<file path="config.mk">
export PLATFORM = sky130hd
export DESIGN_NAME = image_pix_proc_flat
export DESIGN_NICKNAME = d
export VERILOG_FILES = /design/src/rtl/image_pix_proc_if.sv /design/src/rtl/image_pix_proc.sv /design/src/flat_wrapper.sv
export SDC_FILE = /design/constraint.sdc
export NUM_CORES = 1
export LEC_CHECK = 0
export BUFFER_PORTS_ARGS = -buffer_cell sky130_fd_sc_hd__buf_2
export CAP_MARGIN = 20
export CORE_MARGIN = 2
export CORE_UTILIZATION = 59
export DETAILED_ROUTE_END_ITERATION = 12
export GPL_ROUTABILITY_DRIVEN = 0
export MAX_ROUTING_LAYER = met4
export PLACE_DENSITY = 0.81
export SYNTH_ARGS = -nofsm -noshare
export SYNTH_HDL_FRONTEND = slang
export SYNTH_SLANG_ARGS = --single-unit
</file>
<file path="constraint.sdc">
create_clock -name axi_clk -period 4.3 [get_ports axi_clk]
set_input_delay 0.215 -clock axi_clk [delete_from_list [all_inputs] [get_ports axi_clk]]
set_output_delay 0.215 -clock axi_clk [all_outputs]
set_load 0.05 [all_outputs]
</file>
<file path="src/rtl/image_pix_proc_if.sv">
// AXI-Stream beat bundle shared by the input and output sides of image_pix_proc.
//   valid : beat valid (source -> sink)
//   data  : packed pixel lanes (source -> sink)
//   last  : last beat of frame (source -> sink)
//   ready : sink can accept (sink -> source)
// master modport drives a stream, slave modport receives one.
interface image_pix_proc_if #(
  parameter int unsigned DATA_WIDTH = 32
);
  logic                  valid;
  logic [DATA_WIDTH-1:0] data;
  logic                  last;
  logic                  ready;

  modport master (output valid, output data, output last, input ready);
  modport slave  (input valid, input data, input last, output ready);
endinterface

</file>
<file path="src/rtl/image_pix_proc.sv">
// Per-pixel point-operation engine on an AXI-Stream path.
// Each beat carries LANES pixels of PIX_WIDTH bits; every lane gets the same
// operation (pass / invert / threshold / saturating offset). Output is a
// registered slice with a one-entry skid buffer, so s_axis.ready is a register.
// Ports:
//   axi_clk, axi_reset_n : clock, synchronous active-low reset
//   s_axis (slave)       : input stream
//   m_axis (master)      : processed output stream, TLAST aligned
//   cfg_mode             : 0 pass, 1 invert, 2 threshold, 3 offset
//   cfg_threshold        : threshold level for mode 2
//   cfg_offset           : signed brightness offset for mode 3
//   frame_done           : one-cycle pulse when the TLAST beat leaves m_axis
//   frame_pixels         : pixel count of the last completed frame
module image_pix_proc #(
  parameter int unsigned PIX_WIDTH = 8,
  parameter int unsigned LANES     = 4,
  parameter int unsigned CNT_WIDTH = 32
) (
  input  logic                 axi_clk,
  input  logic                 axi_reset_n,
  image_pix_proc_if.slave      s_axis,
  image_pix_proc_if.master     m_axis,
  input  logic [1:0]           cfg_mode,
  input  logic [PIX_WIDTH-1:0] cfg_threshold,
  input  logic [PIX_WIDTH:0]   cfg_offset,
  output logic                 frame_done,
  output logic [CNT_WIDTH-1:0] frame_pixels
);
  localparam int unsigned DATA_WIDTH = PIX_WIDTH * LANES;

  typedef enum logic [1:0] {
    MODE_PASS = 2'd0,
    MODE_INV  = 2'd1,
    MODE_THR  = 2'd2,
    MODE_OFS  = 2'd3
  } mode_t;

  // Offset arithmetic runs at PIX_WIDTH+2 bits: bit PIX_WIDTH+1 flags a
  // negative sum, bit PIX_WIDTH flags an overflow above MAX.
  function automatic logic [PIX_WIDTH-1:0] pix_op(
    input mode_t                mode,
    input logic [PIX_WIDTH-1:0] p,
    input logic [PIX_WIDTH-1:0] thr,
    input logic [PIX_WIDTH:0]   ofs
  );
    logic [PIX_WIDTH+1:0] sum;
    logic [PIX_WIDTH-1:0] res;
    sum = {2'b00, p} + {ofs[PIX_WIDTH], ofs};
    res = p;
    unique case (mode)
      MODE_PASS: res = p;
      MODE_INV:  res = ~p;
      MODE_THR:  res = (p >= thr) ? '1 : '0;
      MODE_OFS: begin
        if (sum[PIX_WIDTH+1])  res = '0;
        else if (sum[PIX_WIDTH]) res = '1;
        else                   res = sum[PIX_WIDTH-1:0];
      end
      default:   res = p;
    endcase
    return res;
  endfunction

  logic                  r_first;
  mode_t                 r_mode;
  logic [PIX_WIDTH-1:0]  r_thr;
  logic [PIX_WIDTH:0]    r_ofs;

  logic                  r_s_ready;
  logic                  r_m_valid;
  logic [DATA_WIDTH-1:0] r_m_data;
  logic                  r_m_last;
  logic                  r_sk_valid;
  logic [DATA_WIDTH-1:0] r_sk_data;
  logic                  r_sk_last;

  logic [CNT_WIDTH-1:0]  r_run;
  logic [CNT_WIDTH-1:0]  r_frame_pixels;
  logic                  r_frame_done;

  logic                  w_acc;
  logic                  w_out_free;
  logic                  w_out_xfer;
  mode_t                 w_mode;
  logic [PIX_WIDTH-1:0]  w_thr;
  logic [PIX_WIDTH:0]    w_ofs;
  logic [DATA_WIDTH-1:0] w_proc;
  logic [CNT_WIDTH-1:0]  w_run_next;

  assign w_acc      = s_axis.valid && r_s_ready;
  assign w_out_free = !r_m_valid || m_axis.ready;
  assign w_out_xfer = r_m_valid && m_axis.ready;
  assign w_run_next = r_run + CNT_WIDTH'(LANES);

  // The first beat of a frame uses the live config, which is latched at the
  // same time so the rest of the frame sees the identical settings.
  assign w_mode = r_first ? mode_t'(cfg_mode) : r_mode;
  assign w_thr  = r_first ? cfg_threshold     : r_thr;
  assign w_ofs  = r_first ? cfg_offset        : r_ofs;

  always_comb begin
    w_proc = '0;
    for (int unsigned i = 0; i < LANES; i++) begin
      w_proc[i*PIX_WIDTH +: PIX_WIDTH] =
        pix_op(w_mode, s_axis.data[i*PIX_WIDTH +: PIX_WIDTH], w_thr, w_ofs);
    end
  end

  always_ff @(posedge axi_clk) begin
    if (!axi_reset_n) begin
      r_first        <= 1'b1;
      r_mode         <= MODE_PASS;
      r_thr          <= '0;
      r_ofs          <= '0;
      r_s_ready      <= 1'b1;
      r_m_valid      <= 1'b0;
      r_m_data       <= '0;
      r_m_last       <= 1'b0;
      r_sk_valid     <= 1'b0;
      r_sk_data      <= '0;
      r_sk_last      <= 1'b0;
      r_run          <= '0;
      r_frame_pixels <= '0;
      r_frame_done   <= 1'b0;
    end else begin
      if (w_acc) begin
        r_first <= s_axis.last;
        if (r_first) begin
          r_mode <= mode_t'(cfg_mode);
          r_thr  <= cfg_threshold;
          r_ofs  <= cfg_offset;
        end
      end

      // A full skid implies s_axis.ready is low, so w_acc cannot coincide
      // with the skid-to-output move.
      if (w_out_free) begin
        if (r_sk_valid) begin
          r_m_valid  <= 1'b1;
          r_m_data   <= r_sk_data;
          r_m_last   <= r_sk_last;
          r_sk_valid <= 1'b0;
          r_s_ready  <= 1'b1;
        end else if (w_acc) begin
          r_m_valid <= 1'b1;
          r_m_data  <= w_proc;
          r_m_last  <= s_axis.last;
        end else begin
          r_m_valid <= 1'b0;
        end
      end else if (w_acc) begin
        r_sk_valid <= 1'b1;
        r_sk_data  <= w_proc;
        r_sk_last  <= s_axis.last;
        r_s_ready  <= 1'b0;
      end

      r_frame_done <= 1'b0;
      if (w_out_xfer) begin
        if (r_m_last) begin
          r_frame_pixels <= w_run_next;
          r_run          <= '0;
          r_frame_done   <= 1'b1;
        end else begin
          r_run <= w_run_next;
        end
      end
    end
  end

  assign s_axis.ready = r_s_ready;
  assign m_axis.valid = r_m_valid;
  assign m_axis.data  = r_m_data;
  assign m_axis.last  = r_m_last;
  assign frame_done   = r_frame_done;
  assign frame_pixels = r_frame_pixels;
endmodule

</file>
<file path="src/flat_wrapper.sv">
// flat-port wrapper written by rule: the top's interface ports become plain ports
module image_pix_proc_flat 
#(
  parameter int unsigned PIX_WIDTH = 8,
  parameter int unsigned LANES     = 4,
  parameter int unsigned CNT_WIDTH = 32
)
  (axi_clk, axi_reset_n, cfg_mode, cfg_threshold, cfg_offset, frame_done, frame_pixels, s_axis_valid, s_axis_data, s_axis_last, s_axis_ready, m_axis_valid, m_axis_data, m_axis_last, m_axis_ready);
  image_pix_proc_if #(.DATA_WIDTH((32))) s_axis_i ();
  image_pix_proc_if #(.DATA_WIDTH((32))) m_axis_i ();
  input  logic axi_clk;
  input  logic axi_reset_n;
  input  logic [1:0] cfg_mode;
  input  logic [PIX_WIDTH-1:0] cfg_threshold;
  input  logic [PIX_WIDTH:0] cfg_offset;
  output logic frame_done;
  output logic [CNT_WIDTH-1:0] frame_pixels;
  input wire logic [$bits(s_axis_i.valid)-1:0] s_axis_valid;
  input wire logic [$bits(s_axis_i.data)-1:0] s_axis_data;
  input wire logic [$bits(s_axis_i.last)-1:0] s_axis_last;
  output wire logic [$bits(s_axis_i.ready)-1:0] s_axis_ready;
  output wire logic [$bits(m_axis_i.valid)-1:0] m_axis_valid;
  output wire logic [$bits(m_axis_i.data)-1:0] m_axis_data;
  output wire logic [$bits(m_axis_i.last)-1:0] m_axis_last;
  input wire logic [$bits(m_axis_i.ready)-1:0] m_axis_ready;
  assign s_axis_i.valid = s_axis_valid;
  assign s_axis_i.data = s_axis_data;
  assign s_axis_i.last = s_axis_last;
  assign s_axis_ready = s_axis_i.ready;
  assign m_axis_valid = m_axis_i.valid;
  assign m_axis_data = m_axis_i.data;
  assign m_axis_last = m_axis_i.last;
  assign m_axis_i.ready = m_axis_ready;
  image_pix_proc #(.PIX_WIDTH(PIX_WIDTH), .LANES(LANES), .CNT_WIDTH(CNT_WIDTH)) u_core (.axi_clk(axi_clk), .axi_reset_n(axi_reset_n), .s_axis(s_axis_i), .m_axis(m_axis_i), .cfg_mode(cfg_mode), .cfg_threshold(cfg_threshold), .cfg_offset(cfg_offset), .frame_done(frame_done), .frame_pixels(frame_pixels));
endmodule
</file>
Word level (Yosys, flattened, before mapping) --
Cells that the tools add are included.
Storage, ports and cells: RAM bits 0, output and inout port bits 68, flip-flop bits (word level) 154, input port bits 56, bits in read-only memories 0, memories 0, word-level logic and storage cells 76, latch bits 0
Operators by class: muxes and demuxes 30, $add $sub $neg 5, reductions and logical operators 13, $lt $le $gt $ge 4, divide/modulo/power cells 0, shift operators 0, $mul 0, bitwise gates (word level) 6, equality and inequality tests 4
Operator list (number):
- 8-bit case mux with 4 select lines | 4
- 8-bit 2-to-1 mux | 13
- 32-bit 2-to-1 mux | 3
- 9-bit by 9-bit adder with 10-bit output | 4
- 32-bit by 3-bit adder with 32-bit output (second input constant) | 1
- 8-bit greater-or-equal comparator | 4
- 8-bit NOT | 4
- 2-bit AND reduction | 5
- 9-bit 2-to-1 mux | 1
- 1-bit 2-to-1 mux | 8
- 2-bit equality test (second input constant) | 2
- 2-bit nonzero test | 2
- 2-bit by 1-bit equality test with 1-bit output (second input constant) | 1
- 1-bit logical AND | 2
- 2-bit zero test | 1
- 2-bit 2-to-1 mux | 1
- 2-bit by 1-bit != test with 1-bit output (second input constant) | 1
- 1-bit NOT | 2
- 2-bit OR reduction | 1
- 1-bit zero test | 1
- 1-bit logical OR | 1

Longest topological paths before layout --
depth in word-level cells 7, mapped depth 13, depth with buffers taken out 9

Least setup slack after synthesis --
Ideal clock, no wire load.
path type flip-flop to flip-flop, start point register u_core.r_first, end point register u_core.r_sk_data[24], period minus slack after synthesis 3589 ps, path slack 711 ps, required time 4209 ps, arrival time 3498 ps, stages on the path, launching flop included 14, library setup time 91 ps, cells stage by stage dfxtp_1 > buf_2 > buf_2 > buf_1 > mux2_2 > ha_1 > fa_1 > a211o_1 > o211ai_1 > a32o_1 > xnor2_1 > clkbuf_1 > o21ai_0 > a311oi_1
On the way: longest elaborated chain between the ends 5
Ends and longest elaborated chain:
- from (decl) | line image_pix_proc.sv:64 | logic r_first;
- from (signal assigned) | line image_pix_proc.sv:127 | r_first <= s_axis.last;
- 9-bit 2-to-1 mux *
- via u_core.w_ofs[0] | line image_pix_proc.sv:86 | logic [PIX_WIDTH:0] w_ofs;
- 9-bit by 9-bit adder with 10-bit output * | line image_pix_proc.sv:48 | sum = {2'b00, p} + {ofs[PIX_WIDTH], ofs};
- 8-bit 2-to-1 mux | line image_pix_proc.sv:56 | else if (sum[PIX_WIDTH]) res = '1;
- 8-bit 2-to-1 mux * | line image_pix_proc.sv:55 | if (sum[PIX_WIDTH+1]) res = '0;
- 8-bit case mux with 4 select lines * | line image_pix_proc.sv:50 | unique case (mode)
- to (signal assigned) | line image_pix_proc.sv:153 | r_sk_data <= w_proc;
- to (decl) | line image_pix_proc.sv:74 | logic [DATA_WIDTH-1:0] r_sk_data;
Mark *: on every way through the listed nets, which the timed path passes. The rest lies on a longest branch. A chain may end at the register's enable or synchronous reset.

Final worst setup path --
start point register u_core.r_first, end point register u_core.r_m_data[19], in the netlist u_core.m_axis.data[19]
On the way: longest elaborated chain between the ends 7
Ends and longest elaborated chain:
- 9-bit 2-to-1 mux *
- via u_core.w_ofs[0] | line image_pix_proc.sv:86
- 9-bit by 9-bit adder with 10-bit output * | line image_pix_proc.sv:48
- 8-bit 2-to-1 mux | line image_pix_proc.sv:56
- 8-bit 2-to-1 mux * | line image_pix_proc.sv:55
- 8-bit case mux with 4 select lines * | line image_pix_proc.sv:50
- 32-bit 2-to-1 mux * | line image_pix_proc.sv:144 | end else if (w_acc) begin
- 32-bit 2-to-1 mux * | line image_pix_proc.sv:138 | if (r_sk_valid) begin
- to (signal assigned) | line image_pix_proc.sv:140 | r_m_data <= r_sk_data;
- to (signal assigned) | line image_pix_proc.sv:146 | r_m_data <= w_proc;
- to (decl) | line image_pix_proc.sv:71 | logic [DATA_WIDTH-1:0] r_m_data;
Mark *: on every way through the listed nets, which the timed path passes. The rest lies on a longest branch. The select of a mux whose other input is x is not followed.

==> impl_metrics.tcl <==
set metrics [dict create \
    via_per_inst 6.49 \
    setup_tns_ns 0 \
    post-cts-setup-buffer-count 0 \
    drt_iter0_drc 959 \
    critPathKind "reg2reg" \
    nets 1422 \
    htreeDepth 4 \
    routed_wl_um 29000 \
    status "completed" \
    wl_met3_um 2140 \
    finalCritPeriodShare_pct 80.4 \
    clockBufferDepth 2 \
    track_usage_pct 34.0 \
    startpoint_type "register" \
    hold_viol 0 \
    clock_skew_ns 0.0102 \
    ir_drop_mv 0.314 \
    wl_met1_um 12300 \
    fmax_mhz 289 \
    dp_hpwl_um 20200 \
    diodes 0 \
    fillers 1355 \
    place_ws_ns 0.870 \
    ys.flop_type "dfxtp_1" \
    fin_util_pct 68.7 \
    area_growth_pct 12.8 \
    syn_avg_cell_area_sq_um 7.95 \
    netlist_area_sq_um 9740 \
    ys_seq_area_share_pct 30.8 \
    syn-instance-count 1225 \
    final_cells 1526 \
    die_y_um 133 \
    ios 124 \
    required_ns 4.65 \
    multi_input_area_sq_um 6360 \
    ys_warn_count 0 \
    synthArstFlopShare_pct 0 \
    maxSlewViolCount 0 \
    clkTransAtPathRegs_ns 0.07 \
    drc 0 \
    cts_buffers 17 \
    relSlewSlack_pct 26.0 \
    yosys-top-cells-area "dfxtp_1 31%, ha_1 8.3%, o21ai_0 6.5%" \
    die-area_sq_um 17600 \
    vias 9901 \
    top_layer "met4" \
    setup_viol 0 \
    post-synth-top-area-cell "dfxtp_1" \
    ctsResizeCount 0 \
    grt_pass1_vias 9259 \
    grt_pass1_wl_um 47300 \
    finalCriticalPeriod_ns 3.46 \
    wl_per_cell_um 19.0 \
    drtAntennaViolNets 0 \
    overflow 0 \
    p_leak_nw 4.55 \
    rsz0062_at_grt "no" \
    synth_top_area_share_pct 30.8 \
    num_rows 46 \
    synth.distinct_cells 81 \
    root_buffer "clkbuf_16" \
    end_kind "register" \
    p_per_area_nw_per_um2 381 \
    synth-edff-count 0 \
    dp_cells 1494 \
    ys_ff_latch 150 \
    clock-sinks 150 \
    ctsHoldBuffers 0 \
    antenna_found_initial 0 \
    dr_wl_met2_um 13400 \
    core_region_area_sq_um 16000 \
    critPathArrivalTime_ns 3.81 \
    worst_slew_pin_slew_ns 1.11 \
    portBuffers 121 \
    post_route_cells_drive_above_1_share_pct 16.6 \
    hp-class "in2reg" \
    crit_fanout 11 \
    cts_tree "yes" \
    clk_latency_ns 0.44 \
    finalWorstSetupSlack_ns 0.844 \
    grt_max_degree 78 \
    detailedRoute.firstPassIterationCount 5 \
    ff_latch_area_sq_um 3000 \
    cap_viol_max_count 0 \
    start_util_pct 60.9 \
    die_x_um 133 \
    total_power_w 0.00419 \
]
-- metal layers --
layer,vias up,track usage (%)
li1,4710,-
met1,4588,43.3
met2,497,53.7
met3,106,4.52
met4,0,16.0
met5,-,-
-- area by class of cell --
class	instances	area share, %
multi-input cells	980	57.9
flip-flops and latches	150	27.3
repair buffers	136	6.53
clock buffers	18	3.90
well taps	216	2.46
clock inverters	14	1.50
inverters	12	0.410
-- synthesized netlist by cell type (11+ instances only) --
cell and n:
nor2_1 159, or3_1 12, o22ai_1 16, ha_1 65
clkbuf_1 60, and3_1 22, nand4_1 11, nor3_1 34
xor2_1 25, nand2_1 76, nand3_1 22, a211oi_1 24
a21oi_1 104, a31oi_1 17, buf_2 13, o21ai_0 126
dfxtp_1 150, xnor2_1 17, o211ai_1 19, mux2_2 21
a21o_1 12, mux2i_1 18, a22oi_1 18
-- final timing paths --
path                        startpoint                      to  slack, ns  cells past startpoint
setup / recovery        u_core.r_first  u_core.m_axis.data[19]       0.84                      9
hold / removal             s_axis_last        u_core.r_sk_last       0.09                      3
setup reg to reg        u_core.r_first  u_core.m_axis.data[19]       0.84                      9
hold reg to reg   u_core.r_sk_data[26]  u_core.m_axis.data[26]       0.46                      2
-- kinds of logic (layout without fill, tap and decap cells) --
family / after synthesis / count (layout) / share of synthesized area (%)
adders and majority gates: 69 / 69 / 9.17
buffers and inverters: 96 / 180 / 4.02
AOI/OAI and AO/OA: 432 / 432 / 28.3
DFF: 150 / 150 / 30.8
other: 1 / 2 / 0.0385
xor gates and xnor gates: 42 / 42 / 3.78
muxes: 39 / 39 / 4.28
and+or+nand+nor: 396 / 396 / 19.6
-- sequential cells by signal, indices dropped and copies added (netlist names) --
register             cells
u_core.s_axis.ready      1
u_core.m_axis.valid      1
u_core.frame_done        1
u_core.m_axis.data      32
u_core.r_mode            2
u_core.r_sk_valid        1
u_core.m_axis.last       1
u_core.r_run            30
u_core.r_sk_last         1
u_core.frame_pixels     30
u_core.r_thr             8
u_core.r_first           1
u_core.r_ofs             9
u_core.r_sk_data        32
-- critical path, stage by stage (launching register included) --
cell and delay (ns):
dfxtp_1 0.45, mux2_2 0.48, ha_1 0.25, fa_1 0.41, a211oi_1 0.30, or3b_1 0.21, a31oi_1 0.11, xnor2_1 0.65
o21ai_0 0.30, o22ai_1 0.21
-- cell usage in the layout, fill, tap and decap left out, types with 5 or more instances in the layout --
cell type / synthesis / layout
a22oi_1: 18 / 18
o311ai_0: 8 / 8
o21bai_1: 8 / 8
a31oi_1: 17 / 17
and2_1: 9 / 9
inv_1: 10 / 10
a311oi_1: 7 / 7
nand2b_1: 6 / 6
ha_1: 65 / 65
nand2_1: 76 / 76
nand4_1: 11 / 11
o21ai_0: 126 / 126
o21a_1: 6 / 6
o22ai_1: 16 / 16
nor3_1: 34 / 34
or3_1: 12 / 12
mux2i_1: 18 / 18
nor2_1: 159 / 158
mux2_2: 21 / 21
clkbuf_16: 0 / 17
o211ai_1: 19 / 19
nand3b_1: 7 / 7
o31ai_1: 7 / 7
buf_4: 2 / 15
a211oi_1: 24 / 24
a21o_1: 12 / 12
a21oi_1: 104 / 104
a211o_1: 8 / 8
xor2_1: 25 / 25
xnor2_1: 17 / 17
dfxtp_1: 150 / 150
a21oi_2: 5 / 5
nand3_1: 22 / 22
or4_1: 8 / 8
buf_2: 13 / 121
and3_1: 22 / 21
-- metrics by stage --
stage | hold slack [ns] | area, sq um
2_1_floorplan | 0.339 | 9750
3_3_place_gp | 0.441 | 10400
3_5_place_dp | 0.455 | 10400
4_1_cts | 0.0769 | 11000
5_1_grt | 0.0924 | 11000
6_report | 0.0904 | 11000
-- where the power goes --
group          internal (W)  leakage, nW  switching [W]
clock network      0.000872        0.283       0.000661
registers           0.00146         1.22      0.0000508
logic              0.000367         3.05       0.000774
Power figures use the tool's default switching activity.
